--- src/rtl/ram_arbiter_pkg.sv ---
// Shared definitions for the RAM arbiter: default widths, FSM state type and
// the control-word bit positions of the RAM-related microcode strobes.
package ram_arbiter_pkg;

    localparam int unsigned RAM_ADDR_W   = 4;
    localparam int unsigned RAM_DATA_W   = 8;
    localparam int unsigned RAM_MAX_WAIT = 8;

    // Control-word bit positions driven by the control unit
    localparam int unsigned CTRL_HLT_BIT = 15;
    localparam int unsigned CTRL_MI_BIT  = 14;
    localparam int unsigned CTRL_RI_BIT  = 13;
    localparam int unsigned CTRL_RO_BIT  = 12;

    typedef enum logic [1:0] {
        ARB_IDLE = 2'd0,
        ARB_HOST = 2'd1,
        ARB_ACK  = 2'd2
    } arb_state_t;

endpackage

--- src/rtl/ram_arbiter_if.sv ---
// Host load/debug port of the RAM arbiter: level request, one-cycle ack pulse.
interface ram_arbiter_if
    import ram_arbiter_pkg::*;
#(
    parameter int unsigned ADDR_W = RAM_ADDR_W,
    parameter int unsigned DATA_W = RAM_DATA_W
);

    logic              req;
    logic              we;
    logic [ADDR_W-1:0] addr;
    logic [DATA_W-1:0] wdata;
    logic              ack;
    logic [DATA_W-1:0] rdata;

    modport master (
        output req, we, addr, wdata,
        input  ack, rdata
    );

    modport slave (
        input  req, we, addr, wdata,
        output ack, rdata
    );

endinterface

--- src/rtl/ram_arbiter.sv ---
// Arbitrates the single-port program/data RAM between the CPU datapath and the
// host port; owns the MAR and stalls the CPU when a host slot steals the port.
module ram_arbiter
    import ram_arbiter_pkg::*;
#(
    parameter int unsigned ADDR_W   = RAM_ADDR_W,
    parameter int unsigned DATA_W   = RAM_DATA_W,
    parameter int unsigned MAX_WAIT = RAM_MAX_WAIT
) (
    input  logic               clk,
    input  logic               rst,
    input  logic               cpu_mi,
    input  logic               cpu_ri,
    input  logic               cpu_ro,
    input  logic               cpu_halt,
    input  logic [DATA_W-1:0]  cpu_bus,
    output logic [DATA_W-1:0]  cpu_rdata,
    output logic               cpu_stall,
    ram_arbiter_if.slave       host,
    output logic [ADDR_W-1:0]  ram_addr,
    output logic               ram_we,
    output logic [DATA_W-1:0]  ram_wdata,
    input  logic [DATA_W-1:0]  ram_rdata
);

    localparam int unsigned WAIT_W = $clog2(MAX_WAIT + 1);
    localparam logic [WAIT_W-1:0] WAIT_MAX = WAIT_W'(MAX_WAIT);

    arb_state_t        state_q, state_d;
    logic [WAIT_W-1:0] wait_q, wait_d;
    logic [ADDR_W-1:0] mar_q;
    logic              lat_we_q;
    logic [ADDR_W-1:0] lat_addr_q;
    logic [DATA_W-1:0] lat_wdata_q;
    logic              ack_q;
    logic [DATA_W-1:0] rdata_q;
    logic              cpu_access;
    logic              grant;

    assign cpu_access = cpu_ri | cpu_ro;

    // Host wins when the CPU is not using the RAM, or it has waited long enough
    assign grant = (state_q == ARB_IDLE) && host.req &&
                   (cpu_halt || !cpu_access || (wait_q == WAIT_MAX));

    always_comb begin
        state_d   = state_q;
        wait_d    = wait_q;
        ram_addr  = mar_q;
        ram_we    = cpu_ri;
        ram_wdata = cpu_bus;
        cpu_stall = 1'b0;
        unique case (state_q)
            ARB_IDLE: begin
                if (grant) begin
                    state_d = ARB_HOST;
                    wait_d  = '0;
                end else if (host.req) begin
                    if (wait_q != WAIT_MAX) begin
                        wait_d = wait_q + WAIT_W'(1);
                    end
                end else begin
                    wait_d = '0;
                end
            end
            ARB_HOST: begin
                ram_addr  = lat_addr_q;
                ram_we    = lat_we_q;
                ram_wdata = lat_wdata_q;
                cpu_stall = cpu_access;
                state_d   = ARB_ACK;
            end
            ARB_ACK: begin
                state_d = ARB_IDLE;
            end
            default: begin
                state_d = ARB_IDLE;
            end
        endcase
    end

    always_ff @(posedge clk or posedge rst) begin
        if (rst) begin
            state_q     <= ARB_IDLE;
            wait_q      <= '0;
            mar_q       <= '0;
            lat_we_q    <= 1'b0;
            lat_addr_q  <= '0;
            lat_wdata_q <= '0;
            ack_q       <= 1'b0;
            rdata_q     <= '0;
        end else begin
            state_q <= state_d;
            wait_q  <= wait_d;
            if (cpu_mi && !cpu_stall) begin
                mar_q <= cpu_bus[ADDR_W-1:0];
            end
            if (grant) begin
                lat_we_q    <= host.we;
                lat_addr_q  <= host.addr;
                lat_wdata_q <= host.wdata;
            end
            ack_q <= (state_q == ARB_HOST);
            // Read data is held across host writes until the next read ack
            if ((state_q == ARB_HOST) && !lat_we_q) begin
                rdata_q <= ram_rdata;
            end
        end
    end

    assign cpu_rdata  = ram_rdata;
    assign host.ack   = ack_q;
    assign host.rdata = rdata_q;

endmodule

--- src/flat_wrapper.sv ---
// flat-port wrapper written by rule: the top's interface ports become plain ports
module ram_arbiter_flat import ram_arbiter_pkg::*;
#(
    parameter int unsigned ADDR_W   = RAM_ADDR_W,
    parameter int unsigned DATA_W   = RAM_DATA_W,
    parameter int unsigned MAX_WAIT = RAM_MAX_WAIT
)
  (clk, rst, cpu_mi, cpu_ri, cpu_ro, cpu_halt, cpu_bus, cpu_rdata, cpu_stall, ram_addr, ram_we, ram_wdata, ram_rdata, host_req, host_we, host_addr, host_wdata, host_ack, host_rdata);
  ram_arbiter_if #(.ADDR_W(ADDR_W), .DATA_W(DATA_W)) host_i ();
  input  logic clk;
  input  logic rst;
  input  logic cpu_mi;
  input  logic cpu_ri;
  input  logic cpu_ro;
  input  logic cpu_halt;
  input  logic [DATA_W-1:0] cpu_bus;
  output logic [DATA_W-1:0] cpu_rdata;
  output logic cpu_stall;
  output logic [ADDR_W-1:0] ram_addr;
  output logic ram_we;
  output logic [DATA_W-1:0] ram_wdata;
  input  logic [DATA_W-1:0] ram_rdata;
  input wire logic [$bits(host_i.req)-1:0] host_req;
  input wire logic [$bits(host_i.we)-1:0] host_we;
  input wire logic [$bits(host_i.addr)-1:0] host_addr;
  input wire logic [$bits(host_i.wdata)-1:0] host_wdata;
  output wire logic [$bits(host_i.ack)-1:0] host_ack;
  output wire logic [$bits(host_i.rdata)-1:0] host_rdata;
  assign host_i.req = host_req;
  assign host_i.we = host_we;
  assign host_i.addr = host_addr;
  assign host_i.wdata = host_wdata;
  assign host_ack = host_i.ack;
  assign host_rdata = host_i.rdata;
  ram_arbiter #(.ADDR_W(ADDR_W), .DATA_W(DATA_W), .MAX_WAIT(MAX_WAIT)) u_core (.clk(clk), .rst(rst), .cpu_mi(cpu_mi), .cpu_ri(cpu_ri), .cpu_ro(cpu_ro), .cpu_halt(cpu_halt), .cpu_bus(cpu_bus), .cpu_rdata(cpu_rdata), .cpu_stall(cpu_stall), .host(host_i), .ram_addr(ram_addr), .ram_we(ram_we), .ram_wdata(ram_wdata), .ram_rdata(ram_rdata));
endmodule
--- config.mk ---
export PLATFORM = sky130hd
export DESIGN_NAME = ram_arbiter_flat
export DESIGN_NICKNAME = d
export VERILOG_FILES = /design/src/rtl/ram_arbiter_pkg.sv /design/src/rtl/ram_arbiter_if.sv /design/src/rtl/ram_arbiter.sv /design/src/flat_wrapper.sv
export SDC_FILE = /design/constraint.sdc
export NUM_CORES = 1
export LEC_CHECK = 0
export ABC_AREA = 0
export CAP_MARGIN = 20
export CORE_MARGIN = 1
export CORE_UTILIZATION = 45
export CTS_CLUSTER_SIZE = 8
export DETAILED_ROUTE_END_ITERATION = 8
export PLACE_DENSITY = 0.91
export SLEW_MARGIN = 15
export SYNTH_ARGS = -nofsm -noshare
export SYNTH_HDL_FRONTEND = slang
export SYNTH_SLANG_ARGS = --single-unit
--- constraint.sdc ---
create_clock -name clk -period 3.6 [get_ports clk]
set_input_delay 0.9 -clock clk [delete_from_list [all_inputs] [get_ports clk]]
set_output_delay 0.9 -clock clk [all_outputs]
set_load 0.005 [all_outputs]
==> flow_summary.toml, run 1 <==
[status]
status = "finished clean"

[routing]
drt.antenna.violating_nets = 0
wl_um = 3427
firstDrtPassIters = 4
drt-initial-drc-count = 35
routed.top_layer = "met4"
wl_per_cell_um = 13.76
m1WireLength_um = 1335
avgViaCountPerCell = 5.044
met2_length_um = 1764
vias = 1256
drc = 0
met3WireLength_um = 199

[yosys]
synth_cells = 141
netlist_area_um2 = 1544
synth_seq_cells = 32
synth_warnings = 0
seq_area_frac_synth_pct = 51.86
syn_avg_cell_area_um2 = 10.95
synth_nets = 179
synth_cell_type_count = 25

[setup_path]
rrSetupSlack_ns = 1.57
required_ns = 2.70
r2r-start = "u_core.wait_q[0]$_DFFE_PP0P_"
start_kind = "input pin"
worst-setup-path-type = "input pin to primary output"
rr_endpoint = "u_core.lat_wdata_q[6]$_DFFE_PP0N_"
ff2ff_path_depth = 5
endpoint_kind = "primary output"
worstPathArrival_ns = 2.11
crit_fanout = 3

[layout]
layout.nets = 243
n_antenna_cell = 0
layout-drive-gt1-share_pct = 17.56
syn_to_final_growth_pct = 46.68

[placed_design]
hpwlAfterDp_um = 2684
place_congestion = 0.7759
dp_worst_setup_slack_ns = 0.6030
io_buffer_count = 66

[clock_tree]
cts_resized = 0
cts_setup_buffers = 0
clk_pin_slew_ns = 0.09
cts_tree = "done"
clk_latency_ns = 0.32
h-tree-depth = 2
cts.sinks = 32
cts_inserted_buffers = 5
max-clock-path-buffers = 2
root_buffer = "clkbuf_4"
hold_buffers = 0

[timing]
fin_crit_ns = 3.011
tightest_slew_ns = 0.7030
drv_slew = 0
setup_tns_ns = 0
setup_viol = 0
fmax_mhz = 332.1
relSlewSlack_pct = 53.13
finalClockSkew_ns = 0.006694
setup_ws_ns = 0.5889
fin_hold_ws_ns = 0.5119
hold_viol = 0
grt_setup_unrepaired = "no"
finalCritPeriodShare_pct = 83.64

[global_routing]
grt_antenna_before_repair = 0
grt_pass1_vias = 1291
grt_pass1_wl_um = 5685
track_usage_pct = 22.02
grt_max_degree = 24
gr-total-overflow = 0

[die]
fp.dieH_um = 60.58
start_util_pct = 48.97
dieArea_um2 = 3669
core_um2 = 3153
die_w_um = 60.58
rows = 20
io_pins = 67

[pwr]
power_mw = 1.118
ir_drop_uv = 283.8
p_leak_nw = 1.049
power_density_nw_per_um2 = 493.7

[worst_hold_path]
whs_path_depth = 1
min_to = "u_core.host.rdata[0]$_DFFE_PP0P_"
holdCritStartpoint = "u_core.host.rdata[0]$_DFFE_PP0P_"
hold_class = "flop to flop"

[flow_run]
max_cap_viol_count = 0
[synthesized netlist by cell type]
cell,instances,area (um2)
a2111o_1,1,11.26
buf_1,1,3.750
buf_4,8,60.06
buf_6,1,11.26
clkbuf_1,2,7.510
dfrtp_1,32,800.8
ha_1,2,25.02
inv_1,8,30.03
mux2_2,16,180.2
mux2_4,9,135.1
mux2i_1,1,10.01
nand2_1,37,138.9
nand2b_1,1,6.260
nand3_1,2,10.01
nand3b_1,1,7.510
nand4_1,2,12.51
nor2_1,5,18.77
nor2_2,1,6.260
nor3_1,2,10.01
nor4b_1,1,8.760
o21ai_0,4,20.02
o21ai_1,1,5.000
o21ba_1,1,10.01
o22ai_1,1,6.260
o311ai_0,1,8.760
[cells by family (layout without fill, tap and decap cells)]
group,count (synthesis),in the layout,share of synthesized area (%)
flops,32,32,51.86
buf+inv,20,84,7.293
fa+ha+maj,2,2,1.620
mux,26,26,21.07
simple gates,52,52,14.18
compound gates,9,9,3.971
[critical path, cell delays in order]
cell	delay [ns]
clkdlybuf4s50_1	0.50
nor2_1	0.08
nor2_1	0.12
clkdlybuf4s50_1	0.51
[per-stage QoR]
| step | std cells | utilization [%] | cell area (um2) |
|---|---|---|---|
| 4_1_cts | 249 | 71.83 | 2265 |
| 6_report | 249 | 71.83 | 2265 |
| 2_1_floorplan | 141 | - | 1544 |
| 3_5_place_dp | 242 | 69.76 | 2200 |
| 5_1_grt | 249 | 71.83 | 2265 |
| 3_3_place_gp | 242 | 69.76 | 2200 |
[where the power goes]
group	leakage, nW	switching [mW]	internal, mW
sequential	0.388	0.0543	0.455
clock	0.0374	0.113	0.111
combinational	0.624	0.120	0.265
[registers in the layout, indices dropped and copies added (netlist names)]
| register | cells |
|---|---|
| u_core.host.ack | 1 |
| u_core.host.rdata | 8 |
| u_core.lat_addr_q | 4 |
| u_core.lat_wdata_q | 8 |
| u_core.lat_we_q | 1 |
| u_core.mar_q | 4 |
| u_core.state_q | 2 |
| u_core.wait_q | 4 |
[cell usage in the layout, fill, tap and decap left out]
cell type	count
clkbuf_8	2
o311ai_0	1
nand2b_1	1
clkbuf_4	5
nand4_1	2
inv_1	8
nor2_2	1
nor4b_1	1
nor2_1	5
nand3_1	2
buf_4	3
o21ba_1	1
nand3b_1	1
dfrtp_1	32
a2111o_1	1
mux2_4	9
mux2_2	16
nand2_1	37
mux2i_1	1
o21ai_0	4
o21ai_1	1
nor3_1	2
clkdlybuf4s50_1	66
ha_1	2
o22ai_1	1
[worst max path at each step]
stage / from / to / slack, ns / cells past startpoint
2_1_floorplan: cpu_ri / u_core.lat_addr_q[3]$_DFFE_PP0N_ / 1.42 / 4
3_3_place_gp: cpu_ri / cpu_stall / 0.60 / 4
3_5_place_dp: cpu_ri / cpu_stall / 0.60 / 4
4_1_cts: cpu_ri / cpu_stall / 0.59 / 4
5_1_grt: u_core.state_q[1]$_DFFE_PP0P_ / ram_addr[1] / 0.43 / 5
6_report: cpu_ri / cpu_stall / 0.59 / 4
[final cells by class]
type / instances / area (um2)
multi-input combinational: 89 / 630.6
inverter: 8 / 30.03
timing repair buffer: 69 / 683.2
fill: 234 / 888.4
clock buffer: 7 / 65.06
tap: 44 / 55.05
sequential: 32 / 800.8
[metal layers]
| layer | track usage (%) | vias to the layer above |
|---|---|---|
| met5 | 0 | - |
| met3 | 6.397 | 13 |
| met1 | 25.03 | 595 |
| met2 | 36.58 | 62 |
| li1 | - | 586 |
| met4 | 13.64 | 0 |
Note: power is estimated with default switching activity, not from simulation.
==> run 2: changes to the inputs <==
CORE_UTILIZATION = 38   (was 45)
PLACE_DENSITY = 0.82   (was 0.91)
clock period = 2.5 ns   (was 3.6 ns; I/O delays follow)
==> run 2 against run 1 <==
Sequential share of layout area is 1.2 points lower. Non-clock buffer count up 3. Global-route usage fell by 4.1 points. Routed wire length decreased by 3.0%.
==> flow_summary.toml, run 2 (synthesized netlist as in run 1, its figures left out) <==
[clock_tree]
cts_inserted_buffers = 5
cts_tree = "done"
clk_pin_slew_ns = 0.06
cts_setup_buffers = 0
max-clock-path-buffers = 2
clk_latency_ns = 0.28
cts.sinks = 32
hold_buffers = 0
root_buffer = "clkbuf_8"
h-tree-depth = 2

[setup_path]
crit_fanout = 2
worst-setup-path-type = "input pin to primary output"
required_ns = 1.88
endpoint_kind = "primary output"
worstPathArrival_ns = 1.79
start_kind = "input pin"

[timing]
fmax_mhz = 413.5
setup_tns_ns = 0
finalClockSkew_ns = 0.005177
fin_crit_ns = 2.418
grt_setup_unrepaired = "no"
finalCritPeriodShare_pct = 96.74
tightest_slew_ns = 0.4069
relSlewSlack_pct = 72.87
fin_hold_ws_ns = 0.5032
drv_slew = 0
hold_viol = 0
setup_viol = 0

[routing]
wl_um = 3324
firstDrtPassIters = 6
drc = 0
vias = 1193
wl_per_cell_um = 12.93
avgViaCountPerCell = 4.642
drt.antenna.violating_nets = 0
drt-initial-drc-count = 54

[global_routing]
track_usage_pct = 17.97
grt_pass1_vias = 1232
gr-total-overflow = 0
grt_max_degree = 33
grt_pass1_wl_um = 5582
grt_antenna_before_repair = 0

[pwr]
swShare_pct = 24.39
p_int_mw = 1.343
ir_drop_uv = 340.6
power_mw = 1.776
power.share.combinational_pct = 31.8
power_switching_mw = 0.4331
sequentialPowerShare_pct = 41.3
p_leak_nw = 1.093
power_density_nw_per_um2 = 755.3
clkPwrFrac_pct = 27.0

[layout]
final_common_cell = "clkdlybuf4s50_1"
final_cell_mix = "clkdlybuf4s50_1, nand2_1, dfrtp_1"
n_antenna_cell = 0
layout.nets = 246
layout-drive-gt1-share_pct = 19.62
syn_to_final_growth_pct = 52.27
fin_cells = 257
fill_cells = 327

[placed_design]
io_buffer_count = 66
place_inst = 249
hpwlAfterDp_um = 2459
place_congestion = 0.8088

[die]
io_pins = 67
core_um2 = 3771
die_w_um = 65.74
fp.dieH_um = 65.74
dieArea_um2 = 4322
start_util_pct = 40.94
rows = 22

[flow_run]
max_cap_viol_count = 0

[worst_hold_path]
hold_class = "flop to flop"

[status]
status = "finished clean"
[run 2: metrics by stage]
step,util (%),cell area [um2],setup slack (ns)
floorplan,-,1544,0.5984
global placement,59.39,2240,0.04251
detailed placement,59.39,2240,0.05841
CTS,62.28,2349,0.03947
global route,62.34,2351,0.02017
finish,62.34,2351,0.08162
[run 2: final timing paths]
path | startpoint | endpoint | slack, ns | depth (start not counted)
worst max-delay path | cpu_ro | cpu_stall | 0.08 | 4
worst min-delay path | u_core.mar_q[2]$_DFFE_PP0P_ | u_core.mar_q[2]$_DFFE_PP0P_ | 0.50 | 1
worst max register to register | u_core.wait_q[0]$_DFFE_PP0P_ | u_core.lat_wdata_q[2]$_DFFE_PP0N_ | 0.70 | 6
worst min register to register | u_core.mar_q[2]$_DFFE_PP0P_ | u_core.mar_q[2]$_DFFE_PP0P_ | 0.50 | 1
max in group asynchronous | rst | u_core.state_q[0]$_DFFE_PP0P_ | 1.45 | 3
min in group asynchronous | rst | u_core.wait_q[0]$_DFFE_PP0P_ | 0.73 | 3
[run 2: cell type report]
type                    instances  area [um2]  share of cell area (%)
inverters                       8       30.03                   1.277
clock inverters                 2       35.03                   1.490
repair buffers                 72       720.7                   30.65
well taps                      48       60.06                   2.555
flip-flops and latches         32       802.0                   34.11
multi-input cells              89       630.6                   26.82
clock buffers                   6       72.57                   3.087
[run 2: what timing repair did]
action                                  in CTS  in global routing
gates cloned                                 0                  0
endpoints found under the setup margin       2                  8
resized for setup                            1                  2
[run 2: routing by layer]
layer / part of all wire (%) / GRT usage [%] / wire [um] / vias to the layer above
met1: 43 / 22.14 / 1441 / 546
met3: 8.2 / 8.160 / 271 / 2
li1: - / - / - / 592
met5: 0 / 0 / 0 / -
met4: 0.30 / 6.522 / 10 / 0
met2: 48 / 27.42 / 1602 / 53
[run 2: power by group through the flow]
stage	logic (mW)	clock network (mW)	registers [mW]
final	0.564	0.479	0.733
after global routing	0.618	0.529	0.749
after detailed placement	0.571	0	0.741
after floorplan	0.248	0	0.733
after global placement	0.557	0	0.732
after CTS	0.575	0.490	0.735
[run 2: worst max-delay path: stages]
cell and delay [ns]:
clkdlybuf4s50_1 0.48, nor2_1 0.08, nor2_1 0.10, clkdlybuf4s50_1 0.50
